$ cat config.mk
export PLATFORM = sky130hd
export DESIGN_NAME = stream_switch_pkt_arbiter
export DESIGN_NICKNAME = d
export VERILOG_FILES = /design/src/rtl/stream_switch_pkt_arbiter.sv
export SDC_FILE = /design/constraint.sdc
export NUM_CORES = 1
export LEC_CHECK = 0
export CAP_MARGIN = 20
export CORE_AREA = 2 2 770 772
export CTS_CLUSTER_SIZE = 25
export DETAILED_ROUTE_END_ITERATION = 8
export DIE_AREA = 0 0 772 774
export SETUP_SLACK_MARGIN = 0.15
export SYNTH_ARGS = -nofsm -noshare
export SYNTH_HDL_FRONTEND = slang
export SYNTH_SLANG_ARGS = --single-unit
$ cat constraint.sdc
create_clock -name axis_aclk -period 5.3 [get_ports axis_aclk]
set_input_delay 0.53 -clock axis_aclk [delete_from_list [all_inputs] [get_ports axis_aclk]]
set_output_delay 0.53 -clock axis_aclk [all_outputs]
set_load 0.05 [all_outputs]
$ cat src/rtl/stream_switch_pkt_arbiter.sv
// stream_switch_pkt_arbiter: packet-atomic round-robin merge of NUM_IN AXI-Stream inputs
// Optional output skid buffer enabled by defining STREAM_SWITCH_ARB_OUT_REG_EN.
module stream_switch_pkt_arbiter #(
  parameter int NUM_IN = 2
) (
  input  logic                      axis_aclk,
  input  logic                      axis_rst,
  input  logic [NUM_IN-1:0]         s_axis_tvalid,
  input  logic [512*NUM_IN-1:0]     s_axis_tdata,
  input  logic [64*NUM_IN-1:0]      s_axis_tkeep,
  input  logic [NUM_IN-1:0]         s_axis_tlast,
  input  logic [16*NUM_IN-1:0]      s_axis_tuser_size,
  input  logic [16*NUM_IN-1:0]      s_axis_tuser_src,
  input  logic [16*NUM_IN-1:0]      s_axis_tuser_dst,
  output logic [NUM_IN-1:0]         s_axis_tready,
  output logic                      m_axis_tvalid,
  output logic [511:0]              m_axis_tdata,
  output logic [63:0]               m_axis_tkeep,
  output logic                      m_axis_tlast,
  output logic [15:0]               m_axis_tuser_size,
  output logic [15:0]               m_axis_tuser_src,
  output logic [15:0]               m_axis_tuser_dst,
  input  logic                      m_axis_tready,
  output logic [$clog2(NUM_IN)-1:0] grant_id,
  output logic                      busy,
  output logic [32*NUM_IN-1:0]      pkt_cnt
);
  localparam int GW = $clog2(NUM_IN);
  typedef enum logic {IDLE, BUSY} state_t;
  typedef struct packed {
    logic [511:0] data;
    logic [63:0]  keep;
    logic         last;
    logic [15:0]  size;
    logic [15:0]  src;
    logic [15:0]  dst;
  } beat_t;
  state_t              state_q, state_d;
  logic [GW-1:0]       grant_q, grant_d, last_q, last_d;
  logic [32*NUM_IN-1:0] pkt_cnt_q, pkt_cnt_d;
  logic [NUM_IN-1:0]   oth;
  logic                a_valid, a_ready, eop;
  beat_t               a_beat;
  // Round-robin pick: first requester after 'from', wrapping; descending scan lets the nearest win.
  function automatic logic [GW-1:0] rr(input logic [GW-1:0] from, input logic [NUM_IN-1:0] req);
    int idx;
    rr = from;
    for (int k = NUM_IN; k >= 1; k--) begin
      idx = (int'(from) + k) % NUM_IN;
      if (req[idx]) rr = GW'(idx);
    end
  endfunction
  // Mux the granted input onto the arbiter-side stream and route its ready back.
  always_comb begin
    a_valid = 1'b0;
    a_beat = '0;
    s_axis_tready = '0;
    if (state_q == BUSY) begin
      a_valid = s_axis_tvalid[grant_q];
      a_beat.data = s_axis_tdata[512*int'(grant_q) +: 512];
      a_beat.keep = s_axis_tkeep[64*int'(grant_q) +: 64];
      a_beat.last = s_axis_tlast[grant_q];
      a_beat.size = s_axis_tuser_size[16*int'(grant_q) +: 16];
      a_beat.src = s_axis_tuser_src[16*int'(grant_q) +: 16];
      a_beat.dst = s_axis_tuser_dst[16*int'(grant_q) +: 16];
      s_axis_tready[grant_q] = a_ready;
    end
  end
  // Grant FSM: arbitrate from IDLE, hold through tlast, hand over without a bubble when others wait.
  always_comb begin
    eop = (state_q == BUSY) && a_valid && a_ready && a_beat.last;
    oth = s_axis_tvalid;
    oth[grant_q] = 1'b0;
    state_d = state_q;
    grant_d = grant_q;
    last_d = last_q;
    pkt_cnt_d = pkt_cnt_q;
    if (state_q == IDLE) begin
      state_d = |s_axis_tvalid ? BUSY : IDLE;
      grant_d = |s_axis_tvalid ? rr(last_q, s_axis_tvalid) : grant_q;
    end else if (eop) begin
      last_d = grant_q;
      state_d = |oth ? BUSY : IDLE;
      grant_d = |oth ? rr(grant_q, oth) : grant_q;
      pkt_cnt_d[32*int'(grant_q) +: 32] = pkt_cnt_q[32*int'(grant_q) +: 32] + 32'd1;
    end
  end
  // State, grant and round-robin pointer registers.
  always_ff @(posedge axis_aclk or posedge axis_rst) begin
    if (axis_rst) begin
      state_q <= IDLE;
      grant_q <= '0;
      last_q <= GW'(NUM_IN - 1);
    end else begin
      state_q <= state_d;
      grant_q <= grant_d;
      last_q <= last_d;
    end
  end
  // Packet counters move only on a completed tlast handshake.
  always_ff @(posedge axis_aclk or posedge axis_rst) begin
    if (axis_rst) pkt_cnt_q <= '0;
    else if (eop) pkt_cnt_q <= pkt_cnt_d;
  end
  assign grant_id = grant_q;
  assign busy = (state_q == BUSY);
  assign pkt_cnt = pkt_cnt_q;
`ifdef STREAM_SWITCH_ARB_OUT_REG_EN
  beat_t      mem_q [2];
  logic       wp_q, rp_q, push, pop;
  logic [1:0] cnt_q;
  beat_t      o_beat;
  // Two-entry buffer: ready toward the arbiter depends only on occupancy, so it is a registered signal.
  always_comb begin
    a_ready = (cnt_q != 2'd2);
    push = a_valid && a_ready;
    m_axis_tvalid = (cnt_q != 2'd0);
    pop = m_axis_tvalid && m_axis_tready;
    o_beat = mem_q[rp_q];
    m_axis_tdata = o_beat.data;
    m_axis_tkeep = o_beat.keep;
    m_axis_tlast = o_beat.last;
    m_axis_tuser_size = o_beat.size;
    m_axis_tuser_src = o_beat.src;
    m_axis_tuser_dst = o_beat.dst;
  end
  // Buffer storage and pointers; cleared on reset so outputs read zero.
  always_ff @(posedge axis_aclk or posedge axis_rst) begin
    if (axis_rst) begin
      mem_q <= '{default: '0};
      wp_q <= 1'b0;
      rp_q <= 1'b0;
      cnt_q <= 2'd0;
    end else begin
      if (push) mem_q[wp_q] <= a_beat;
      wp_q <= wp_q ^ push;
      rp_q <= rp_q ^ pop;
      cnt_q <= cnt_q + 2'(push) - 2'(pop);
    end
  end
`else
  // Combinational output: downstream ready flows straight back to the granted input.
  always_comb begin
    a_ready = m_axis_tready;
    m_axis_tvalid = a_valid;
    m_axis_tdata = a_beat.data;
    m_axis_tkeep = a_beat.keep;
    m_axis_tlast = a_beat.last;
    m_axis_tuser_size = a_beat.size;
    m_axis_tuser_src = a_beat.src;
    m_axis_tuser_dst = a_beat.dst;
  end
`endif
endmodule

# [Word-level counts from Yosys, hierarchy flattened]
# Index checks and enable logic that the tools add are counted.
[totals] input_bits=1255 n_memories=0 rom_bits=0 elab_cells=77 ramBits=0 output_inout_bits=694 latch_bits=0 reg_bits=67
[op_classes] bitwise=7 mul=0 addsub=6 order_cmp=6 muxes=34 reduce_logical=9 n_shift=8 div_mod_pow=0 eq_ne=3
[ops] cell="$shiftx 1024x11->512" count=1
[ops] cell="$mux 625" count=1
[ops] cell="$shiftx 128x8->64" count=1
[ops] cell="$shiftx 32x6->16" count=3
[ops] cell="$bwmux 64" count=1
[ops] cell="$shift 32x33->64 const A" count=1
[ops] cell="$shiftx 32x33->64" count=1
[ops] cell="$shiftx 64x7->32" count=1
[ops] cell="$neg 6->33" count=1
[ops] cell="$add 32x1->32 const B" count=1
[ops] cell="$mux 1" count=30
[ops] cell="$lt 2x3->1 const B" count=4
[ops] cell="$add 1x1->1 const B" count=4
[ops] cell="$and 1x1->1 const A" count=4
[ops] cell="$and 2x2->2" count=2
[ops] cell="$logic_and 1x1->1" count=4
[ops] cell="$ne 2x1->1 const B" count=2
[ops] cell="$reduce_and 4->1" count=1
[ops] cell="$reduce_or 2->1" count=2
[ops] cell="$ne 3x1->1 const B" count=1
[ops] cell="$lt 1x2->1 const B" count=1
[ops] cell="$mux 2" count=1
[ops] cell="$not 2->2" count=1
[ops] cell="$reduce_and 2->1" count=1
[ops] cell="other kinds (3)" count=3

# [Longest topological paths before layout]
# Gate-level depths: netlist of the first run.
[logic_depth] word_depth=14 mapped_depth=12

# [Worst setup path after synthesis of the first run]
# Ideal clock, no wire load.
[synth_timing] path_type="reg2reg" start="register grant_q, in the netlist grant_id" end="register pkt_cnt_q[24], in the netlist pkt_cnt[24]" path_buffers=5 arrival_time_ns=3.082 period_less_slack_ns=3.164 stages_incl_launch_ff=13 slack_ns=2.136 cell_sequence="dfrtp_1 -> buf_6 -> buf_4 -> buf_2 -> clkbuf_1 -> buf_2 -> mux2_2 -> ha_1 -> nand4_1 -> nor4_1 -> o2111ai_1 -> nor2_1 -> xor2_1"
[synth_via] elab_chain_cells=7 elab_cells_between_ends=16
[synth_rtl] item="from (decl)" line_no="39" rtl="logic [GW-1:0] grant_q, grant_d, last_q, last_d;"
[synth_rtl] item="from (signal assigned)" line_no="96" rtl="grant_q <= grant_d;"
[synth_rtl] item="branches (longest 7 deep; another with $add 32x1->32)"
[synth_rtl] item="to (signal assigned)" line_no="103" rtl="else if (eop) pkt_cnt_q <= pkt_cnt_d;"
[synth_rtl] item="to (decl)" line_no="40" rtl="logic [32*NUM_IN-1:0] pkt_cnt_q, pkt_cnt_d;"
# Parallel ways; which one is timed is not known. The select of a mux whose other input is x is not followed.
# A chain may end at the register's enable or synchronous reset.

# [Worst setup path after layout of the first run]
[layout_timing] start="register grant_q, in the netlist grant_id" end="output port m_axis_tuser_size[4]"
[layout_via] elab_chain_cells=2
[layout_rtl] item="$shiftx 32x6->16" line_no="63" rtl="a_beat.size = s_axis_tuser_size[16*int'(grant_q) +: 16];"
[layout_rtl] item="$mux 625" line_no="58" rtl="if (state_q == BUSY) begin"
[layout_rtl] item="to (decl)" line_no="20" rtl="output logic [15:0] m_axis_tuser_size,"
# Every way passes these cells.

==> results of run 1 <==
layer usage:
metal / vias to the layer above / part of all wire / GRT usage
met1: 11200 / 0.32 / 0.145
met3: 1269 / 0.17 / 0.111
li1: 9777 / - / -
met4: 298 / 0.050 / 0.0536
met2: 2703 / 0.46 / 0.257
met5: - / 0.0044 / 0
worst max-delay path by stage:
stage | from | to | slack [ns] | depth (start not counted)
2_1_floorplan | grant_id$_DFFE_PP0P_ | pkt_cnt[24]$_DFFE_PP0P_ | 2.14 | 12
3_3_place_gp | grant_id$_DFFE_PP0P_ | m_axis_tuser_size[7] | 0.80 | 4
3_5_place_dp | grant_id$_DFFE_PP0P_ | m_axis_tuser_size[15] | 0.99 | 4
4_1_cts | grant_id$_DFFE_PP0P_ | m_axis_tuser_size[15] | 0.61 | 4
5_1_grt | grant_id$_DFFE_PP0P_ | m_axis_tdata[103] | 0.59 | 5
6_report | grant_id$_DFFE_PP0P_ | m_axis_tuser_size[4] | 0.61 | 4
cell usage after synthesis (2+ instances only):
master	n
a211oi_1	3
nor4_1	6
o2111ai_1	2
mux2i_1	631
nand2b_1	3
nand2_2	2
and2_1	2
buf_2	64
nand4b_1	3
dfrtp_1	66
o21ai_0	9
mux2_2	8
a21oi_1	2
a31oi_1	2
nand3b_1	2
nand4_1	8
nor3b_1	4
clkbuf_1	78
nand3_1	25
nand2_1	36
o22ai_1	2
xor2_1	39
nor3_1	17
nor2b_1	626
nor2_1	24
xnor2_1	22
inv_1	7
logic make-up (layout without fill, tap and decap cells):
group           after synthesis  count (layout)  synth area share
xor+xnor                     61              61            0.0380
other cells                   0             188                 0
mux                         639             639             0.456
flops                        67              67             0.119
fa+ha+maj                     1               1          0.000890
compound gates               26              26            0.0121
buf+inv                     152            2029            0.0471
simple gates                762             762             0.327
area by class of cell:
| class | instances | area (um^2) | share of cell area |
|---|---|---|---|
| diodes | 188 | 470 | 0.0107 |
| clock buffers | 10 | 239 | 0.00545 |
| clock inverters | 6 | 95.1 | 0.00217 |
| inverters | 7 | 27.5 | 0.000627 |
| multi-input cells | 1489 | 11700 | 0.268 |
| flip-flops and latches | 67 | 1690 | 0.0384 |
| well taps | 7810 | 9770 | 0.223 |
| repair buffers | 2006 | 19900 | 0.452 |
flip-flops by register name, summed over array words and instances (netlist names):
signal and cells:
grant_id 1, last_q 1, busy 1, pkt_cnt 64
power groups by stage:
stage / Sequential [mW] / Combinational [mW] / Clock (mW)
2_1_floorplan: 0.678 / 6.17 / 0
3_3_place_gp: 0.673 / 12.5 / 0
3_5_place_dp: 0.673 / 12.5 / 0
4_1_cts: 0.665 / 12.6 / 0.678
5_1_grt: 0.668 / 12.9 / 0.704
6_report: 0.656 / 12.4 / 0.671
==> flow_metrics.py, run 1 <==
metrics = {
    "run_status": {
        "status": "complete, no violations",
    },
    "critical_path": {
        "cp_num_buf_inv": 2,
        "cp.arrival_ns": 4.16,
        "path_class": "reg -> out",
        "rr_endpoint": "pkt_cnt[62]$_DFFE_PP0P_",
        "path_delay_family": "buffers and inverters",
        "worst_ep_required_time_ns": 4.77,
        "r2r-start": "grant_id$_DFFE_PP0P_",
        "crit_chain": "buf_4 -> mux2i_1 -> nor2b_1 -> clkdlybuf4s50_1",
        "crit_fanout": 28,
        "critPathCaptureType": "output port",
        "rrSetupSlack_ns": 1.56,
        "worstSetupStartpointType": "register",
        "rr_worst_depth": 8,
        "slowest_stage": "clkdlybuf4s50_1",
        "slowest_delay_ns": 1.15,
    },
    "final_layout": {
        "final.fill_count": 69100,
        "fin_cells": 11600,
        "final_common_cell": "clkdlybuf4s50_1",
        "syn_to_final_growth_pct": 212,
        "finalNetCount": 4836,
        "final_cell_area_mm2": 0.0439,
        "drive_gt1_frac": 0.0563,
        "fin_util": 0.0746,
        "final_cell_mix": "1,840 x clkdlybuf4s50_1, 626 x mux2i_1, 626 x nor2b_1, 117 x buf_4, 64 x dfrtp_1",
    },
    "sta": {
        "fmax_mhz": 213,
        "clock-skew-final_ns": 0.0102,
        "worst_hold_slack_ns": 0.484,
        "fin_crit_sh": 0.885,
        "hold_viol": 0,
        "worstMarginPinSlew_ns": 1.21,
        "drv_slew": 0,
        "min_period_ns": 4.69,
        "rsz0062_at_grt": "false",
        "setup_viol": 0,
        "tns_ns": 0,
        "relSlewSlack": 0.172,
        "finalWorstSetupSlack_ns": 0.611,
    },
    "global_route": {
        "overflow": 0,
        "grt_start_max_net_pins": 122,
        "track_usage": 0.153,
        "grt_pass1_wl_um": 527000,
        "antenna_found_initial": 672,
        "grt_pass1_vias": 22800,
    },
    "placement": {
        "port-buffer-count": 1948,
        "placed_cell_area_mm2": 0.0430,
        "dp_slack_ns": 0.990,
        "place_hpwl_um": 456000,
        "gp_congestion": 1.05,
        "dp_cells": 11400,
    },
    "floorplanning": {
        "die_w_um": 772,
        "die_h_um": 774,
        "rows": 282,
        "num_io_pins": 1949,
        "core_area_mm2": 0.589,
        "dieArea_mm2": 0.598,
        "start_util": 0.0239,
    },
    "power_and_ir_drop": {
        "total_power_mw": 13.7,
        "vdd_ir_drop_max_uv": 193,
        "p_seq_frac": 0.048,
        "p_int_mw": 4.78,
        "p_sw_frac": 0.651,
        "power.share.clock": 0.049,
        "leakagePower_nw": 13.1,
        "p_comb_frac": 0.903,
        "p_per_area_mw_per_mm2": 312,
        "p_sw_mw": 8.93,
    },
    "min_path": {
        "hold_depth": 1,
        "hold_start": "pkt_cnt[63]$_DFFE_PP0P_",
        "worstHoldPathType": "reg -> reg",
        "min_to": "pkt_cnt[63]$_DFFE_PP0P_",
    },
    "yosys": {
        "yosysSeqAreaShare": 0.119,
        "synth_area_leaders": "mux2i_1 45%, nor2b_1 28%, dfrtp_1 12%, xor2_1 2.4%, buf_2 2.3%",
        "syn_area_per_cell_um2": 8.23,
        "synth_edf_count": 0,
        "synthFlopType": "dfrtp_1",
        "syn_inst": 1708,
        "synth_top_cell_by_area": "mux2i_1",
        "async_reset_ff_frac": 1.00,
        "syn_nets": 2964,
        "yosys_warnings": 0,
        "synth_seq_cells": 67,
        "syn-cell-area_mm2": 0.0141,
        "yosysTopAreaCellShare": 0.449,
        "yosysUniqueCellTypes": 42,
    },
    "cts": {
        "cts.clk_slew.worst_paths_ns": 0.06,
        "cts_buffers": 9,
        "ctsResizeCount": 0,
        "cts_tree": "done",
        "clock-sinks": 67,
        "clockBufferDepth": 2,
        "ctsHoldBuffers": 0,
        "insertion_delay_ns": 0.34,
        "cts_root_buf": "clkbuf_16",
        "cts_setup_buffers": 0,
        "htree_levels": 3,
    },
    "route": {
        "first_pass_iters": 5,
        "ant_nets": 0,
        "routedWlPerCell_um": 41.4,
        "vias_per_cell": 2.18,
        "vias": 25200,
        "post-route-drc-count": 0,
        "drt_iter0_markers": 1702,
        "routed_wl_um": 479000,
    },
    "flow_run": {
        "drv_cap": 0,
    },
}
Note: power is estimated with default switching activity, not from simulation.
==> inputs of run 2 (changes only) <==
--- a/config.mk
+++ b/config.mk
@@ -8,6 +8,6 @@
 export CAP_MARGIN = 20
-export CORE_AREA = 2 2 770 772
+export CORE_AREA = 2 2 755 757
 export CTS_CLUSTER_SIZE = 25
 export DETAILED_ROUTE_END_ITERATION = 8
-export DIE_AREA = 0 0 772 774
+export DIE_AREA = 0 0 757 759
 export SETUP_SLACK_MARGIN = 0.15
==> constraint.sdc (replaced) <==
create_clock -name axis_aclk -period 4.6 [get_ports axis_aclk]
set_input_delay 1.15 -clock axis_aclk [delete_from_list [all_inputs] [get_ports axis_aclk]]
set_output_delay 1.15 -clock axis_aclk [all_outputs]
set_load 0.05 [all_outputs]
==> flow_metrics.py, run 2 (synthesis gave the netlist of run 1 again) <==
metrics = {
    "run_status": {
        "status": "complete, no violations",
    },
    "sta": {
        "finalWorstSetupSlack_ns": 0.311,
        "relSlewSlack": 0.305,
        "worst_hold_slack_ns": 0.467,
        "rsz0062_at_grt": "false",
        "tns_ns": 0,
        "worstMarginPinSlew_ns": 1.01,
        "hold_viol": 0,
        "fmax_mhz": 233,
        "drv_slew": 0,
        "clock-skew-final_ns": 0.0123,
        "setup_viol": 0,
        "fin_crit_sh": 0.932,
        "min_period_ns": 4.29,
    },
    "power_and_ir_drop": {
        "vdd_ir_drop_max_uv": 258,
        "leakagePower_nw": 14.2,
        "p_per_area_mw_per_mm2": 367,
    },
    "final_layout": {
        "largest_reg_flops": 64,
        "syn_to_final_growth_pct": 214,
        "drive_gt1_frac": 0.182,
        "final_common_cell": "clkdlybuf4s50_1",
        "multi_input_area_mm2": 0.0117,
        "final_cell_mix": "1,408 x clkdlybuf4s50_1, 630 x mux2i_1, 626 x nor2b_1, 467 x buf_4, 149 x buf_12",
        "finalNetCount": 4862,
        "final.fill_count": 66400,
        "regArea_mm2": 0.00169,
    },
    "min_path": {
        "hold_start": "pkt_cnt[31]$_DFFE_PP0P_",
        "worstHoldPathType": "reg -> reg",
    },
    "global_route": {
        "antenna_found_initial": 624,
        "grt_start_max_net_pins": 105,
        "track_usage": 0.153,
        "overflow": 0,
        "grt_pass1_vias": 22600,
        "grt_pass1_wl_um": 507000,
    },
    "placement": {
        "gp_congestion": 1.08,
        "port-buffer-count": 1948,
        "place_hpwl_um": 439000,
        "dp_slack_ns": 0.363,
    },
    "cts": {
        "cts.clk_slew.worst_paths_ns": 0.06,
        "cts_buffers": 9,
        "cts_root_buf": "clkbuf_16",
        "cts_tree": "done",
        "ctsResizeCount": 0,
        "cts_setup_buffers": 0,
        "insertion_delay_ns": 0.33,
        "clockBufferDepth": 2,
        "clock-sinks": 67,
        "htree_levels": 3,
        "ctsHoldBuffers": 0,
    },
    "floorplanning": {
        "core_area_mm2": 0.567,
        "rows": 277,
        "num_io_pins": 1949,
        "die_h_um": 759,
        "start_util": 0.0248,
        "die_w_um": 757,
        "dieArea_mm2": 0.575,
    },
    "route": {
        "routed_wl_um": 459000,
        "ant_nets": 0,
        "first_pass_iters": 5,
        "vias_per_cell": 2.21,
        "routedWlPerCell_um": 40.7,
        "vias": 24900,
        "drt_iter0_markers": 1601,
        "post-route-drc-count": 0,
    },
    "critical_path": {
        "critPathCaptureType": "output port",
        "path_class": "in -> out",
        "worst_ep_required_time_ns": 3.45,
        "crit_fanout": 1,
        "worstSetupStartpointType": "input pin",
        "crit_start": "s_axis_tuser_size[25]",
        "r2r-start": "grant_id$_DFFE_PP0P_",
        "cp.arrival_ns": 3.14,
    },
    "flow_run": {
        "drv_cap": 0,
    },
}
-- run 2: cell types whose count changed in the layout (fill, tap and decap cells not counted), moves of 4 or more --
cell and change:
clkdlybuf4s50_1 -432, buf_2 -19, mux2i_2 -4, buf_12 +136, buf_16 -4, diode_2 -47, buf_4 +350, mux2i_1 +4
buf_6 -4
-- run 2: routing by layer --
metal	routed length [um]	up-vias	GRT usage
li1	-	9764	-
met1	146000	11000	0.144
met2	209000	2547	0.252
met3	80600	1274	0.117
met4	21700	286	0.0549
met5	1910	-	0.0000834
-- run 2: worst paths after layout --
kind | depth (start not counted) | endpoint | slack (ns)
max | 4 | m_axis_tuser_size[9] | 0.31
min | 1 | pkt_cnt[31]$_DFFE_PP0P_ | 0.47
max reg2reg | 7 | pkt_cnt[19]$_DFFE_PP0P_ | 0.84
min reg2reg | 1 | pkt_cnt[31]$_DFFE_PP0P_ | 0.47
max in group asynchronous | 3 | pkt_cnt[4]$_DFFE_PP0P_ | 2.66
min in group asynchronous | 2 | pkt_cnt[17]$_DFFE_PP0P_ | 1.21
-- run 2: cell type report --
type,count,share of cell area
clock buffers,10,0.00541
multi-input cells,1489,0.266
flip-flops and latches,67,0.0382
inverters,7,0.000595
well taps,7533,0.213
diodes,141,0.00799
repair buffers,2032,0.467
clock inverters,6,0.00164
-- run 2: power breakdown --
group,total [mW],switching (mW),leakage [nW],internal [mW]
Combinational,14.8,10.0,13.1,4.76
Clock,0.715,0.275,0.151,0.440
Sequential,0.745,0.117,0.916,0.627
Total,16.2,10.4,14.2,5.83
-- run 2: metrics by stage --
step           area (um^2)    util  instances  power, mW
2_1_floorplan        14100       -       1708       7.89
3_3_place_gp         43500  0.0767      11100       15.8
3_5_place_dp         43500  0.0767      11100       15.8
4_1_cts              43800  0.0772      11100       16.6
5_1_grt              43900  0.0775      11200       17.0
6_report             44200  0.0779      11300       16.2
-- run 2: critical path, cell delays in order --
cell and delay, ns:
clkdlybuf4s50_1 0.68, mux2i_1 0.14, nor2b_1 0.30, clkdlybuf4s50_1 0.87
